[src/rtl/window_gen_3x3.sv]
// Streaming 3x3 sliding-window generator: two line buffers feed a 3x3 tap array,
// flagging each complete window one cycle after the pixel that closes it.
module window_gen_3x3 #(
  parameter int DATA_WIDHT = 32,
  parameter int IMG_W      = 28,
  parameter int IMG_H      = 28,
  parameter int STRIDE     = 1
) (
  input  logic                  clk,
  input  logic                  rst,
  input  logic [DATA_WIDHT-1:0] Data_In,
  input  logic                  Valid_In,
  output logic [DATA_WIDHT-1:0] Data_Out0,
  output logic [DATA_WIDHT-1:0] Data_Out1,
  output logic [DATA_WIDHT-1:0] Data_Out2,
  output logic [DATA_WIDHT-1:0] Data_Out3,
  output logic [DATA_WIDHT-1:0] Data_Out4,
  output logic [DATA_WIDHT-1:0] Data_Out5,
  output logic [DATA_WIDHT-1:0] Data_Out6,
  output logic [DATA_WIDHT-1:0] Data_Out7,
  output logic [DATA_WIDHT-1:0] Data_Out8,
  output logic                  Valid_Out,
  output logic                  Frame_Done
);

  localparam int CW = (IMG_W > 1) ? $clog2(IMG_W) : 1;
  localparam int RW = (IMG_H > 1) ? $clog2(IMG_H) : 1;
  localparam logic [CW-1:0] COL_LAST = CW'(IMG_W - 1);
  localparam logic [RW-1:0] ROW_LAST = RW'(IMG_H - 1);
  localparam logic [CW-1:0] COL_TWO  = CW'(2);
  localparam logic [RW-1:0] ROW_TWO  = RW'(2);

  logic [CW-1:0]         col_r;
  logic [RW-1:0]         row_r;
  logic [DATA_WIDHT-1:0] line0_r [IMG_W];
  logic [DATA_WIDHT-1:0] line1_r [IMG_W];
  logic [DATA_WIDHT-1:0] top_r [3];
  logic [DATA_WIDHT-1:0] mid_r [3];
  logic [DATA_WIDHT-1:0] bot_r [3];
  logic [DATA_WIDHT-1:0] line0_rd_s;
  logic [DATA_WIDHT-1:0] line1_rd_s;
  logic                  col_wrap_s;
  logic                  frame_end_s;
  logic                  win_hit_s;
  logic                  valid_r;
  logic                  done_r;

  // With STRIDE 2 the window origin (pos-2) lands on even positions only.
  function automatic logic on_stride(input logic pos_lsb);
    if (STRIDE == 2) begin
      on_stride = (pos_lsb == 1'b0);
    end else begin
      on_stride = 1'b1;
    end
  endfunction

  // Line-buffer reads, wrap detection and window condition for the current pixel position.
  always_comb begin
    line0_rd_s  = line0_r[col_r];
    line1_rd_s  = line1_r[col_r];
    col_wrap_s  = (col_r == COL_LAST);
    frame_end_s = col_wrap_s && (row_r == ROW_LAST);
    win_hit_s   = 1'b0;
    if ((row_r >= ROW_TWO) && (col_r >= COL_TWO)) begin
      win_hit_s = on_stride(row_r[0]) && on_stride(col_r[0]);
    end else begin
      win_hit_s = 1'b0;
    end
  end

  // Raster position counters; both wrap together at the frame end.
  always_ff @(posedge clk or negedge rst) begin
    if (!rst) begin
      col_r <= '0;
      row_r <= '0;
    end else if (Valid_In) begin
      if (col_wrap_s) begin
        col_r <= '0;
        row_r <= (row_r == ROW_LAST) ? '0 : row_r + RW'(1);
      end else begin
        col_r <= col_r + CW'(1);
      end
    end
  end

  // Line buffers are never cleared; the window condition keeps stale entries hidden.
  always_ff @(posedge clk) begin
    if (Valid_In) begin
      line1_r[col_r] <= line0_rd_s;
      line0_r[col_r] <= Data_In;
    end
  end

  // Tap array shifts left on each accepted pixel; strobes are registered alongside.
  always_ff @(posedge clk or negedge rst) begin
    if (!rst) begin
      for (int i = 0; i < 3; i++) begin
        top_r[i] <= '0;
        mid_r[i] <= '0;
        bot_r[i] <= '0;
      end
      valid_r <= 1'b0;
      done_r  <= 1'b0;
    end else begin
      valid_r <= Valid_In && win_hit_s;
      done_r  <= Valid_In && frame_end_s;
      if (Valid_In) begin
        for (int i = 0; i < 2; i++) begin
          top_r[i] <= top_r[i+1];
          mid_r[i] <= mid_r[i+1];
          bot_r[i] <= bot_r[i+1];
        end
        top_r[2] <= line1_rd_s;
        mid_r[2] <= line0_rd_s;
        bot_r[2] <= Data_In;
      end
    end
  end

  assign Data_Out0  = top_r[0];
  assign Data_Out1  = top_r[1];
  assign Data_Out2  = top_r[2];
  assign Data_Out3  = mid_r[0];
  assign Data_Out4  = mid_r[1];
  assign Data_Out5  = mid_r[2];
  assign Data_Out6  = bot_r[0];
  assign Data_Out7  = bot_r[1];
  assign Data_Out8  = bot_r[2];
  assign Valid_Out  = valid_r;
  assign Frame_Done = done_r;

endmodule

[config.mk]
export PLATFORM = sky130hd
export DESIGN_NAME = window_gen_3x3
export DESIGN_NICKNAME = d
export VERILOG_FILES = /design/src/rtl/window_gen_3x3.sv
export SDC_FILE = /design/constraint.sdc
export NUM_CORES = 2
export LEC_CHECK = 0
export CAP_MARGIN = 20
export CORE_ASPECT_RATIO = 1.25
export CORE_MARGIN = 8
export CORE_UTILIZATION = 60
export DETAILED_ROUTE_END_ITERATION = 8
export PLACE_DENSITY = 0.86
export SYNTH_ARGS = -nofsm -noshare
export SYNTH_HDL_FRONTEND = slang
export SYNTH_SLANG_ARGS = --single-unit
[constraint.sdc]
create_clock -name clk -period 8.2 [get_ports clk]
set_input_delay 1.23 -clock clk [delete_from_list [all_inputs] [get_ports clk]]
set_output_delay 1.23 -clock clk [all_outputs]
set_load 0.005 [all_outputs]
* Yosys cells after proc, flatten, opt, wreduce, memory -nomap -nowiden
Memories as Yosys holds them, arrays and structs flattened. A register that Yosys moved wholly into a read port is not among the register bits.
Index checks and enable logic that the tools add are counted.
** Storage, ports and cells
- Bits in registers :: 268
- Memory bits (writable) :: 1792
- Bits of input ports :: 35
- Memories kept :: 2
** Memory list
- line0_r :: depth 28, bits a word 32, rd ports 1, clocked after memory_dff 0, wr ports 1, RTL line 35 : logic [DATA_WIDHT-1:0] line0_r [IMG_W];
- line1_r :: depth 28, bits a word 32, rd ports 1, clocked after memory_dff 1, wr ports 1, RTL line 36 : logic [DATA_WIDHT-1:0] line1_r [IMG_W];
** Cells by class
- $add $sub $neg :: 2
- $lt $le $gt $ge :: 2
- Equality and inequality tests :: 2
- Multiplexer cells :: 5
- Reduce and logical (&&, ||, !) cells :: 6
** Operator list (number)
- 5-bit by 1-bit adder with 5-bit output, second input constant :: 2
- 5-bit equality test, second input constant :: 2
- 5-bit by 2-bit >= comparator with 1-bit output, second input constant :: 2
- 5-bit 2-to-1 mux :: 2
- 1-bit logical AND :: 4
- 1-bit 2-to-1 mux :: 3
- 2-bit AND reduction :: 1
- 1-bit logical NOT :: 1

* Longest topological paths before layout
- Word-level depth :: 4
- Mapped depth :: 10
- Gate-level depth less buffers :: 7

* Worst setup path after synthesis
No wires, ideal clock.
- Path kind :: input port to flip-flop
- Start point :: input port Valid_In
- End point :: memory line0_r[24][0], enable pin
- Library setup time :: 565 ps
- Data arrival time :: 6371 ps
- Setup slack :: 1264 ps
- Stages :: 4
- Path buffers :: 2
- Cell sequence :: clkbuf_1 buf_1 nand2_1 nor3_1
** On the way
- Word-level cells in the longest chain between the ends :: 2
** RTL lines
- start, declared :: RTL line 12 : input logic Valid_In,
- 1-bit 2-to-1 mux :: RTL line 88 : if (Valid_In) begin
- 1-bit 2-to-1 mux (implied by the code) :: RTL line 90 : line0_r[col_r] <= Data_In;
- end, declared :: RTL line 35
No other way between the ends.

* Final worst setup path
- Start point :: register col_r[1]
- End point :: register mid_r (netlist bit Data_Out5[1])
** On the way
- Word-level cells in the longest chain between the ends :: 1
** RTL lines
- start, declared :: RTL line 33 : logic [CW-1:0] col_r;
- start signal, assigned :: RTL line 81 : col_r <= col_r + CW'(1);
- memory 28 x 32 bit
- via line0_rd_s[1] :: RTL line 40 : logic [DATA_WIDHT-1:0] line0_rd_s;
- end signal, assigned by index :: RTL line 110 : mid_r[i] <= mid_r[i+1];
- end, declared :: RTL line 38 : logic [DATA_WIDHT-1:0] mid_r [3];
The timed path passes the listed nets, and every way through them passes these cells.
A chain may end at the register's enable or synchronous reset.

==> impl_metrics.json <==
{
  "maxCapViolCount": 0,
  "cts_resized": 0,
  "drt_wl_total_um": 225000,
  "wl_met2_um": 108000,
  "syn_nets": 3852,
  "portBuffers": 324,
  "ys_types": 55,
  "cp.required_ns": 8.92,
  "yosys.area.top_type": "edfxtp_1",
  "grt_pass1_wl_um": 308000,
  "worstSetupPathType": "reg2reg",
  "fmax_mhz": 201,
  "skew_ns": 0.0477,
  "die_w_um": 340,
  "p_int_w": 0.0237,
  "synth-async-reset-ratio": 0.143,
  "worst_ir_drop_vdd_mv": 0.323,
  "worst_pin_slew_ns": 1.29,
  "grt_overflow": 0,
  "hold_buffers": 0,
  "synthTopCellsByArea": "edfxtp_1, dfrtp_1, mux4_2, mux2i_1, mux2_2",
  "ys_seq_area_frac": 0.777,
  "crit_path_max_fanout": 56,
  "place_congestion": 0.831,
  "routed.top_layer": "met4",
  "final_nets": 4272,
  "dieHeight_um": 422,
  "avgSynthCellArea_um2": 20.7,
  "grt_max_degree": 115,
  "met3_length_um": 31700,
  "drtIter0Drc": 7463,
  "grt_pass1_vias": 44535,
  "ctsRootBufferMaster": "clkbuf_16",
  "power_frac_clock": 0.253,
  "numClockSinks": 2092,
  "setup_viol": 0,
  "r2r-start": "col_r[1]$_DFFE_PN0P_",
  "drv_slew": 0,
  "synth_top_area_frac": 0.682,
  "syn_area_mm2": 0.0790,
  "p_sw_frac": 0.324,
  "final_common_cell": "edfxtp_1",
  "p_comb_frac": 0.303,
  "tns_ns": 0,
  "drive_above_1_share": 0.228,
  "p_per_area_mw_per_mm2": 385,
  "nFillCells": 7132,
  "top_level_ports": 325,
  "clk_pin_slew_ns": 0.09,
  "drc_errors": 0,
  "final_antenna_net_count": 0,
  "fin_crit_sh": 0.607,
  "clk-insertion-delay-late_ns": 0.84,
  "synth-seq-cells": 2092,
  "power.switching_w": 0.0113,
  "firstDrtPassIters": 8,
  "cts_buffers": 182,
  "yosysWarningCount": 0,
  "wl_per_cell_um": 36.7,
  "worst_path_most_repeated_cell": "buf_4",
  "final_cell_mix": "edfxtp_1, mux2i_1, clkdlybuf4s50_1, dfrtp_1, mux4_2",
  "finalHoldViolCount": 0,
  "hold_slack_ns": 0.413,
  "slowest_stage": "dfrtp_4",
  "rows": 149,
  "arrival_ns": 5.70,
  "start_util": 0.602,
  "m1WireLength_um": 69300,
  "r2r_setup_slack_ns": 3.22,
  "period_minus_slack_ns": 4.98,
  "crit_chain": "buf_4 > buf_4 > mux2i_1 > o22ai_1 > a211oi_2 > nand3_1 > mux2_2",
  "h-tree-depth": 4,
  "status": "finished, final reports clean",
  "cts_tree": "yes",
  "rsz0062_at_grt": "false",
  "syn_to_final_growth_pct": 15.2,
  "hp-class": "in2async",
  "p_leak_nw": 30.4,
  "worst_slew_margin_rel": 0.139,
  "seq_power_share": 0.444,
  "regToRegEndpoint": "Data_Out5[1]$_DFFE_PN0P_",
  "die-area_mm2": 0.144,
  "critPathLaunchType": "flip-flop",
  "slowest_delay_ns": 1.06,
  "core-area_mm2": 0.131,
  "via_per_inst": 7.11,
  "synth-edff-count": 1792,
  "rr_worst_depth": 7,
  "grt_use_total": 0.294,
  "max-clock-path-buffers": 3,
  "antenna_found_initial": 5,
  "synthFlopType": "edfxtp_1",
  "vias": 43614,
  "cp-end-kind": "flip-flop",
  "dp_hpwl_um": 109000,
  "cts_setup_buffers": 0,
  "postSynthCellCount": 3811
}
==> worst max-delay path by stage <==
stage,from,to,slack [ns]
2_1_floorplan,Valid_In,line0_r[24][0]$_DFFE_PP_,1.26
3_3_place_gp,col_r[1]$_DFFE_PN0P_,line0_r[10][17]$_DFFE_PP_,3.56
3_5_place_dp,col_r[1]$_DFFE_PN0P_,Data_Out5[13]$_DFFE_PN0P_,3.44
4_1_cts,col_r[1]$_DFFE_PN0P_,line1_r[10][14]$_DFFE_PP_,3.31
5_1_grt,col_r[1]$_DFFE_PN0P_,Data_Out5[1]$_DFFE_PN0P_,3.18
6_report,col_r[1]$_DFFE_PN0P_,Data_Out5[1]$_DFFE_PN0P_,3.22
==> cells in the mapped netlist (5+ instances only) <==
library cell  number
a211oi_2          23
a21oi_1           12
a221oi_1           7
a22oi_1           94
a41oi_1           11
and2_1             8
buf_1             16
buf_2             86
buf_4             25
buf_6             15
clkbuf_1          72
dfrtp_1          300
edfxtp_1        1792
ha_1               6
mux2_2           253
mux2i_1          357
mux4_2           270
nand2_1           58
nand3_1           39
nand4_1           20
nor2_1            62
nor2b_1            5
nor3_1             7
nor4_1            21
o21a_1             9
o21ai_0           14
o22a_1            24
o22ai_1          157
==> sequential cells by signal, indices dropped and copies added, names as in the netlist <==
signal,flops
line0_r,896
line1_r,896
Data_Out0,32
Data_Out1,32
Data_Out2,32
Data_Out3,32
Data_Out4,32
Data_Out5,32
Data_Out6,32
Data_Out7,32
Data_Out8,32
col_r,5
row_r,5
Frame_Done,1
Valid_Out,1
==> kinds of logic after synthesis <==
group,count (synthesis),synth area share
mux,881,0.158
xor+xnor,2,0.000222
flops,2092,0.777
compound gates,369,0.0339
simple gates,243,0.0155
fa+ha+maj,6,0.000951
buf+inv,218,0.0143
==> power by group through the flow <==
stage	clock (W)	combinational, W	sequential (W)
finish	0.00885	0.0106	0.0156
global route	0.00923	0.0108	0.0157
CTS	0.00879	0.00990	0.0156
detailed placement	0	0.00958	0.0157
global placement	0	0.00910	0.0156
floorplan	0	0.00570	0.0154
==> routing by layer <==
layer | GRT usage | vias to the layer above
met1 | 0.356 | 21509
met2 | 0.475 | 4589
met5 | 0 | -
met3 | 0.0813 | 1043
met4 | 0.176 | 0
li1 | - | 16473
==> metrics by stage <==
| step | total power, W | util | cell area (µm²) | cells | setup slack, ns |
|---|---|---|---|---|---|
| final | 0.0350 | 0.693 | 90900 | 6130 | 3.22 |
| after global routing | 0.0357 | 0.693 | 90900 | 6125 | 3.18 |
| after CTS | 0.0343 | 0.689 | 90400 | 6104 | 3.31 |
| after detailed placement | 0.0253 | 0.643 | 84400 | 5762 | 3.44 |
| after global placement | 0.0247 | 0.643 | 84300 | 5759 | 3.56 |
| after floorplan | 0.0211 | - | 79000 | 3811 | 1.26 |
==> cell type report <==
cell class	count	area [µm²]	area share
clock inverters	82	782	0.00860
flip-flops and latches	2092	61300	0.674
multi-input cells	1501	16800	0.184
inverters	4	17.5	0.000193
well taps	1736	2170	0.0239
diodes	5	12.5	0.000138
clock buffers	260	5260	0.0578
repair buffers	450	4610	0.0507
==> critical path: cells and delay by family, from the launching register on <==
kind | cells | cell delay (ns)
compound gates | 2 | 0.45
buf+inv | 2 | 1.51
flops | 1 | 1.06
mux | 2 | 0.95
simple gates | 1 | 0.75
Power figures use the tool's default switching activity.
